$ cat src/rtl/cache_pkg.sv
// Shared definitions for the cache miss-handling path: FSM state encoding,
// memory-side request type codes and the store byte-merge helper.
package cache_pkg;

  // Miss-handling FSM states.
  typedef enum logic [2:0] {
    ST_IDLE   = 3'd0,
    ST_WB     = 3'd1,
    ST_RD     = 3'd2,
    ST_REFILL = 3'd3,
    ST_DONE   = 3'd4
  } miss_state_e;

  // Memory-side transfer type codes.
  localparam logic [2:0] RD_TYPE_LINE = 3'b100;
  localparam logic [2:0] WR_TYPE_LINE = 3'b100;
  localparam logic [2:0] WR_TYPE_WORD = 3'b010;

  // Overlay the enabled bytes of wdata onto old.
  function automatic logic [31:0] byte_merge(input logic [31:0] wdata,
                                             input logic [31:0] old,
                                             input logic [3:0]  wstrb);
    logic [31:0] res;
    res = old;
    for (int b = 0; b < 4; b++) begin
      if (wstrb[b]) begin
        res[8*b +: 8] = wdata[8*b +: 8];
      end else begin
        res[8*b +: 8] = old[8*b +: 8];
      end
    end
    return res;
  endfunction

endpackage

$ cat src/rtl/cache_miss_unit_beat_counter.sv
// Refill beat counter: wraps modulo the number of words per line, is cleared
// when a new miss is accepted and flags when it points at the requested bank.
module miss_beat_counter #(
  parameter int W = 2
) (
  input  logic         clk,
  input  logic         reset,
  input  logic         clr_i,
  input  logic         en_i,
  input  logic [W-1:0] req_bank_i,
  output logic [W-1:0] count_o,
  output logic         match_o
);

  logic [W-1:0] count_q;
  logic [W-1:0] count_d;

  // Next count: clear wins over increment; natural wrap at 2**W.
  always_comb begin
    count_d = count_q;
    if (clr_i) begin
      count_d = '0;
    end else if (en_i) begin
      count_d = count_q + {{(W-1){1'b0}}, 1'b1};
    end else begin
      count_d = count_q;
    end
  end

  // Count register with asynchronous reset.
  always_ff @(posedge clk or posedge reset) begin
    if (reset) begin
      count_q <= '0;
    end else begin
      count_q <= count_d;
    end
  end

  assign count_o = count_q;
  assign match_o = (count_q == req_bank_i);

endmodule

$ cat src/rtl/cache_miss_unit.sv
// Cache miss-handling unit: optional dirty-victim writeback, line refill into
// the tag/data table, store merge and completion signalling.
// Optional feature macro: MISS_EARLY_RESTART_EN -- when defined, resp_valid
// fires on the refill beat carrying the requested word instead of in DONE.
module cache_miss_unit
  import cache_pkg::*;
#(
  parameter int NUM_WAY        = 2,
  parameter int BYTES_PER_LINE = 16,
  parameter int NUM_LINE       = 256,
  parameter int OFFSET_WIDTH   = $clog2(BYTES_PER_LINE),
  parameter int INDEX_WIDTH    = $clog2(NUM_LINE),
  parameter int TAG_WIDTH      = 32 - INDEX_WIDTH - OFFSET_WIDTH,
  parameter int WORDS_PER_LINE = BYTES_PER_LINE / 4,
  parameter int BITS_PER_LINE  = BYTES_PER_LINE * 8,
  parameter int BANK_NUM_WIDTH = $clog2(WORDS_PER_LINE)
) (
  input  logic                      clk,
  input  logic                      reset,
  input  logic                      miss_req,
  output logic                      miss_ready,
  input  logic [31:0]               miss_addr,
  input  logic                      miss_store,
  input  logic [31:0]               miss_wdata,
  input  logic [3:0]                miss_wstrb,
  input  logic [NUM_WAY-1:0]        victim_way,
  input  logic                      victim_valid,
  input  logic                      victim_dirty,
  input  logic [TAG_WIDTH-1:0]      victim_tag,
  input  logic [BITS_PER_LINE-1:0]  victim_line,
  output logic                      miss_done,
  output logic                      resp_valid,
  output logic [31:0]               resp_data,
  output logic                      rd_req,
  output logic [2:0]                rd_type,
  output logic [31:0]               rd_addr,
  input  logic                      rd_rdy,
  input  logic                      ret_valid,
  input  logic                      ret_last,
  input  logic [31:0]               ret_data,
  output logic                      wr_req,
  output logic [2:0]                wr_type,
  output logic [31:0]               wr_addr,
  output logic [3:0]                wr_wstrb,
  output logic [BITS_PER_LINE-1:0]  wr_data,
  input  logic                      wr_rdy,
  output logic                      write,
  output logic [NUM_WAY-1:0]        write_way,
  output logic [INDEX_WIDTH-1:0]    write_index,
  output logic [BANK_NUM_WIDTH-1:0] write_bank_num,
  output logic [31:0]               write_data,
  output logic [3:0]                write_strb,
  output logic [NUM_WAY-1:0]        tag_v_write_way,
  output logic [TAG_WIDTH-1:0]      tag_write,
  output logic                      v_write,
  output logic [NUM_WAY-1:0]        d_write_way,
  output logic                      d_write
);

  miss_state_e state_q, state_d;

  // Latched request; the two byte-offset bits are never needed.
  logic [31:2]              addr_q;
  logic                     store_q;
  logic [31:0]              wdata_q;
  logic [3:0]               wstrb_q;
  logic [NUM_WAY-1:0]       way_q;
  logic [TAG_WIDTH-1:0]     vtag_q;
  logic [BITS_PER_LINE-1:0] vline_q;

  logic                      accept_s;
  logic                      beat_fire_s;
  logic [BANK_NUM_WIDTH-1:0] beat_cnt_s;
  logic                      beat_match_s;
  logic [INDEX_WIDTH-1:0]    index_s;
  logic [TAG_WIDTH-1:0]      tag_s;
  logic [BANK_NUM_WIDTH-1:0] bank_s;

  assign accept_s    = (state_q == ST_IDLE) && miss_req;
  assign beat_fire_s = (state_q == ST_REFILL) && ret_valid;
  assign index_s     = addr_q[OFFSET_WIDTH +: INDEX_WIDTH];
  assign tag_s       = addr_q[31 -: TAG_WIDTH];
  assign bank_s      = addr_q[2 +: BANK_NUM_WIDTH];

  miss_beat_counter #(.W(BANK_NUM_WIDTH)) u_beat_cnt (
    .clk        (clk),
    .reset      (reset),
    .clr_i      (accept_s),
    .en_i       (beat_fire_s),
    .req_bank_i (bank_s),
    .count_o    (beat_cnt_s),
    .match_o    (beat_match_s)
  );

  // Next-state logic; only the request/ready AND moves the handshaking states.
  always_comb begin
    state_d = state_q;
    case (state_q)
      ST_IDLE: begin
        if (miss_req) begin
          state_d = (victim_valid && victim_dirty) ? ST_WB : ST_RD;
        end else begin
          state_d = ST_IDLE;
        end
      end
      ST_WB:     state_d = wr_rdy ? ST_RD : ST_WB;
      ST_RD:     state_d = rd_rdy ? ST_REFILL : ST_RD;
      ST_REFILL: state_d = (ret_valid && ret_last) ? ST_DONE : ST_REFILL;
      ST_DONE:   state_d = ST_IDLE;
      default:   state_d = ST_IDLE;
    endcase
  end

  // State register; reset aborts any transaction in flight.
  always_ff @(posedge clk or posedge reset) begin
    if (reset) begin
      state_q <= ST_IDLE;
    end else begin
      state_q <= state_d;
    end
  end

  // Capture the miss request and victim contents when a miss is accepted.
  always_ff @(posedge clk or posedge reset) begin
    if (reset) begin
      addr_q  <= 30'h0;
      store_q <= 1'b0;
      wdata_q <= 32'h0;
      wstrb_q <= 4'h0;
      way_q   <= '0;
      vtag_q  <= '0;
      vline_q <= '0;
    end else if (accept_s) begin
      addr_q  <= miss_addr[31:2];
      store_q <= miss_store;
      wdata_q <= miss_wdata;
      wstrb_q <= miss_wstrb;
      way_q   <= victim_way;
      vtag_q  <= victim_tag;
      vline_q <= victim_line;
    end
  end

`ifndef MISS_EARLY_RESTART_EN
  logic [31:0] resp_data_q;

  // Hold the unmerged requested word until the response goes out in DONE.
  always_ff @(posedge clk or posedge reset) begin
    if (reset) begin
      resp_data_q <= 32'h0;
    end else if (beat_fire_s && beat_match_s) begin
      resp_data_q <= ret_data;
    end
  end
`endif

  // Output decode: memory requests from state, table writes per refill beat.
  always_comb begin
    miss_ready      = (state_q == ST_IDLE);
    miss_done       = (state_q == ST_DONE);
    rd_req          = 1'b0;
    rd_type         = 3'b000;
    rd_addr         = 32'h0;
    wr_req          = 1'b0;
    wr_type         = 3'b000;
    wr_addr         = 32'h0;
    wr_wstrb        = 4'h0;
    wr_data         = '0;
    write           = 1'b0;
    write_way       = '0;
    write_index     = '0;
    write_bank_num  = '0;
    write_data      = 32'h0;
    write_strb      = 4'h0;
    tag_v_write_way = '0;
    tag_write       = '0;
    v_write         = 1'b0;
    d_write_way     = '0;
    d_write         = 1'b0;
    if (state_q == ST_WB) begin
      wr_req   = 1'b1;
      wr_type  = WR_TYPE_LINE;
      wr_addr  = {vtag_q, index_s, {OFFSET_WIDTH{1'b0}}};
      wr_wstrb = 4'hf;
      wr_data  = vline_q;
    end else begin
      wr_req   = 1'b0;
    end
    if (state_q == ST_RD) begin
      rd_req  = 1'b1;
      rd_type = RD_TYPE_LINE;
      rd_addr = {addr_q[31:OFFSET_WIDTH], {OFFSET_WIDTH{1'b0}}};
    end else begin
      rd_req  = 1'b0;
    end
    if (beat_fire_s) begin
      write          = 1'b1;
      write_way      = way_q;
      write_index    = index_s;
      write_bank_num = beat_cnt_s;
      write_strb     = 4'hf;
      if (store_q && beat_match_s) begin
        write_data = byte_merge(wdata_q, ret_data, wstrb_q);
      end else begin
        write_data = ret_data;
      end
      if (ret_last) begin
        tag_v_write_way = way_q;
        tag_write       = tag_s;
        v_write         = 1'b1;
        d_write_way     = way_q;
        d_write         = store_q;
      end else begin
        v_write         = 1'b0;
      end
    end else begin
      write = 1'b0;
    end
`ifdef MISS_EARLY_RESTART_EN
    resp_valid = beat_fire_s && beat_match_s;
    resp_data  = resp_valid ? ret_data : 32'h0;
`else
    resp_valid = (state_q == ST_DONE);
    resp_data  = resp_data_q;
`endif
  end

endmodule

$ cat config.mk
export PLATFORM = sky130hd
export DESIGN_NAME = cache_miss_unit
export DESIGN_NICKNAME = d
export VERILOG_FILES = /design/src/rtl/cache_pkg.sv /design/src/rtl/cache_miss_unit_beat_counter.sv /design/src/rtl/cache_miss_unit.sv
export SDC_FILE = /design/constraint.sdc
export NUM_CORES = 1
export LEC_CHECK = 0
export ABC_AREA = 1
export BUFFER_PORTS_ARGS = -buffer_cell sky130_fd_sc_hd__buf_4
export CORE_AREA = 2 2 224 226
export CTS_CLUSTER_DIAMETER = 100
export CTS_CLUSTER_SIZE = 12
export DETAILED_ROUTE_END_ITERATION = 10
export DIE_AREA = 0 0 226 228
export GPL_ROUTABILITY_DRIVEN = 0
export PLACE_DENSITY = 0.49
export SYNTH_ARGS = -nofsm -noshare
export SYNTH_HDL_FRONTEND = slang
export SYNTH_SLANG_ARGS = --single-unit
$ cat constraint.sdc
create_clock -name clk -period 17.1 [get_ports clk]
set_input_delay 2.565 -clock clk [delete_from_list [all_inputs] [get_ports clk]]
set_output_delay 2.565 -clock clk [all_outputs]
set_load 0.05 [all_outputs]
After elaboration in Yosys (flattened, before gate mapping)
Index checks and enable logic that the tools add are counted.

Register bits after elaboration: 254. Output and inout port bits: 314. Bits of input ports: 260. Word-level logic and storage cells: 59.

Muxes and demuxes: 35. Add/subtract/negate cells: 1. Reductions and logical operators: 8. Eq/ne operators: 5.

Operators by type and width (count): 2-to-1 mux 128 bit (1); 2-to-1 mux 32 bit (4); 2-to-1 mux 20 bit (2); 2-to-1 mux 8 bit (5); 2-to-1 mux 2 bit (9); one-hot mux 3 bit (4 select lines) (1); 2-to-1 mux 3 bit (3); 2-to-1 mux 1 bit (8); 2-to-1 mux 4 bit (2); equality test 3 x 2 -> 1 bit, second input constant (2); logical AND 1 bit (6); equality test 3 x 1 -> 1 bit, second input constant (1); equality test 3 bit, second input constant (1); zero test 3 bit (1); adder 2 x 1 -> 2 bit, second input constant (1); equality test 2 bit (1); nonzero test 2 bit (1).

Logic depth before layout (Yosys ltp)
Word-level depth: 4. Depth in mapped cells: 8. Depth with buffers taken out: 7.

Hierarchy
Synthesis repeated with hierarchy kept, for this count alone.

Cell total of the unflattened synthesis: 1748. Area total of the unflattened synthesis: 12254.3 sq um.

By module, submodules not included: cache_miss_unit (area an instance 12120.4 sq um, sequential area each 6306.0 sq um, cells an instance 1725, times used 1); miss_beat_counter (area an instance 133.9 sq um, sequential area each 50.0 sq um, cells an instance 23, times used 1).

Worst setup path before layout
Ideal clock, no wire load.

Path kind: input port to output port. Start point: input ret_valid. End point: output tag_v_write_way[1]. Data required time: 14.535 ns. Setup slack: 10.119 ns. Data arrival time: 4.416 ns. Stages: 4. Path through: nand4_4 clkbuf_1 nor3_1 buf_4.

Longest elaborated chain between the ends: 2.

Ends and longest elaborated chain: from (decl) (line cache_miss_unit.sv:38) `input logic ret_valid,`; logical AND 1 bit (line cache_miss_unit.sv:80) `assign beat_fire_s = (state_q == ST_REFILL) && ret_valid;`; 2-to-1 mux 2 bit; to (decl) (line cache_miss_unit.sv:53) `output logic [NUM_WAY-1:0] tag_v_write_way,`.

Every way passes these cells.

Final worst setup path
Start point: input ret_valid. End point: output tag_write[16].

Longest elaborated chain between the ends: 2.

Ends and longest elaborated chain: logical AND 1 bit (line cache_miss_unit.sv:80); 2-to-1 mux 20 bit (line cache_miss_unit.sv:196) `if (beat_fire_s) begin`; to (decl) (line cache_miss_unit.sv:54) `output logic [TAG_WIDTH-1:0] tag_write,`.

Every way passes these cells.

==> out/qor.yml <==
finish:
  syn_to_final_growth_pct: 41.6
  postLayoutCellArea_um2: 17200
  multiInputGateArea_um2: 4300
  nets: 2328
  nFillCells: 5289
  seqCellArea_um2: 6360
  layout-drive-gt1-share: 0.296
  finalNonFillerCells: 2742
sta:
  setup_viol: 0
  tightest_slew_ns: 1.06
  tns_ns: 0
  post-route-period-util: 0.403
  grt_setup_unrepaired: "no"
  min_period_ns: 6.90
  maxSlewViolCount: 0
  fin_skew_ns: 0.0187
  max_freq_ghz: 0.145
  hold_viol: 0
  slew_headroom: 0.286
  setup_ws_ns: 10.20
  hold_slack_ns: 0.470
grt:
  antenna_found_initial: 1
  grt_pass1_wl_um: 64800
  grt_overflow: 0
  grt_max_degree: 261
  grt_pass1_vias: 11100
  grt_use_total: 0.159
place:
  dp.cells: 2713
  io_buffers: 559
  detailed_place_hpwl_um: 29700
  placed_cell_area_um2: 16600
  dpl_worst_slack_ns: 10.13
setup_path:
  worstPathRequired_ns: 14.53
  crit_type: "in2out"
  cp_max_fo: 82
  reg2regPathDepth: 7
  start_kind: "primary input"
  cp.arrival_ns: 4.33
  critPathCaptureType: "output pin"
power_and_ir_drop:
  irDropWorstVdd_v: 0.000101
  cellLeakagePower_nw: 9.08
  p_sw_frac: 0.511
  intPower_mw: 1.64
  pwr_density_cell_nw_per_um2: 194
  pwr-share-clk: 0.149
  comb_power_share: 0.551
  seqPwrFrac: 0.300
  power.switching_mw: 1.71
flow_run:
  cap_violations: 0
synthesis:
  yosys_warnings: 0
  syn_area_per_cell_um2: 7.67
  ys_seq_area_frac: 0.523
  synth.distinct_cells: 24
  syn_area_um2: 12200
  ys_ff_latch: 254
  synth_edf_count: 0
  synth-async-reset-ratio: 1.00
  synth_ff_type: "dfrtp_1"
  synthCells: 1584
routing:
  drc_errors: 0
  antenna_left: 0
  wl_per_cell_um: 15.3
  firstDrtPassIters: 5
  via_count: 11600
  via_per_inst: 4.22
  drtIter0Drc: 600
  drt_wl_total_um: 42000
hold_path:
  hp-class: "reg2reg"
  hold_depth: 2
clock_tree:
  cts_hold_buf: 0
  htree_levels: 1
  max-clock-path-buffers: 3
  clk_pin_slew_worst_paths_ns: 0.06
  post_cts_buffers: 0
  ctsResizeCount: 0
  cts_buffers: 25
  clk_latency_ns: 0.55
  cts_tree: "done"
  clockRootBuffer: "clkbuf_16"
  cts_sinks: 254
status:
  status: "finished clean"
die:
  die_h_um: 228
  die_area_um2: 51500
  die_x_um: 226
  row_count: 82
  io_pins: 574
  start_util: 0.246
  coreArea_um2: 49300
## worst max-delay path, cell delays in order
cell and delay [ns]:
buf_4 0.12, nand4_4 0.08, buf_4 0.68, nor2_2 0.09, inv_2 0.38, nor2_1 0.15
buf_4 0.22
## flip-flops by register name, indices dropped and copies added, names as in the netlist
register,cells
addr_q,30
resp_data,32
state_q,3
store_q,1
u_beat_cnt.count_o,2
vline_q,128
vtag_q,20
way_q,2
wdata_q,32
wstrb_q,4
## kinds of logic after synthesis
logic type | Yosys count | synth area share
AND/OR/NAND/NOR | 754 | 0.245
buffers and inverters | 322 | 0.127
flip-flops | 254 | 0.523
AO/OA/AOI/OAI | 252 | 0.104
XOR/XNOR | 1 | 0.00134
other | 1 | 0.000309
## worst paths after layout
check | startpoint | to | slack (ns)
setup / recovery | ret_valid | tag_write[16] | 10.20
hold / removal | wdata_q[5] | wdata_q[5] | 0.47
setup reg to reg | state_q[2] | addr_q[5] | 14.52
hold reg to reg | wdata_q[5] | wdata_q[5] | 0.47
max in group asynchronous | reset | vline_q[28] | 13.51
min in group asynchronous | reset | vline_q[53] | 2.12
## power by group through the flow
| stage | clock network (mW) | registers (mW) | logic (mW) |
|---|---|---|---|
| finish | 0.498 | 1.00 | 1.84 |
| global route | 0.541 | 1.04 | 2.01 |
| CTS | 0.521 | 1.01 | 1.87 |
| detailed placement | 0 | 1.02 | 1.86 |
| global placement | 0 | 1.01 | 1.85 |
| floorplan | 0 | 1.12 | 1.23 |
## cells in the mapped netlist (2+ instances only)
library cell | n | area (um^2)
nand3_1 | 4 | 20.0
nand4_1 | 31 | 194
dfrtp_1 | 254 | 6360
a21oi_1 | 33 | 165
inv_2 | 6 | 22.5
o21ai_0 | 218 | 1090
inv_1 | 189 | 709
nor3_1 | 3 | 15.0
nor2_1 | 225 | 845
buf_6 | 14 | 158
clkinv_1 | 3 | 11.3
nor2_2 | 2 | 12.5
nor3_4 | 2 | 32.5
buf_2 | 37 | 185
nand2_1 | 484 | 1820
clkbuf_1 | 24 | 90.1
buf_4 | 48 | 360
## placed cells by master, fill, tap and decap left out, types with 5 or more instances in the layout
master and count:
buf_4 568, inv_2 5, inv_1 188, nand2_1 484, a21oi_1 33, clkbuf_16 25, nand4_1 31, conb_1 12
o21ai_0 218, nor2_1 225, dfrtp_1 254
## layout make-up
type	instances	share of cell area
Antenna cell	1	0.000145
Sequential cell	254	0.369
Inverter	198	0.0438
Clock inverter	2	0.00116
Clock buffer	26	0.0366
Multi-Input combinational cell	1019	0.250
Tap cell	672	0.0489
Timing Repair Buffer	570	0.250
## layer usage
metal / vias up / routed length [um] / global-route usage
met5: - / 0 / 0
met1: 5433 / 17300 / 0.198
met3: 47 / 3210 / 0.0385
met4: 0 / 996 / 0.0449
li1: 5738 / - / -
met2: 359 / 20400 / 0.272
## per-stage QoR
stage                     utilization  power, mW
after floorplan                     -       2.35
after global placement          0.336       2.86
after CTS                       0.349       3.40
after detailed placement        0.336       2.88
final                           0.349       3.35
after global routing            0.349       3.60
(Power assumes the default switching activity.)
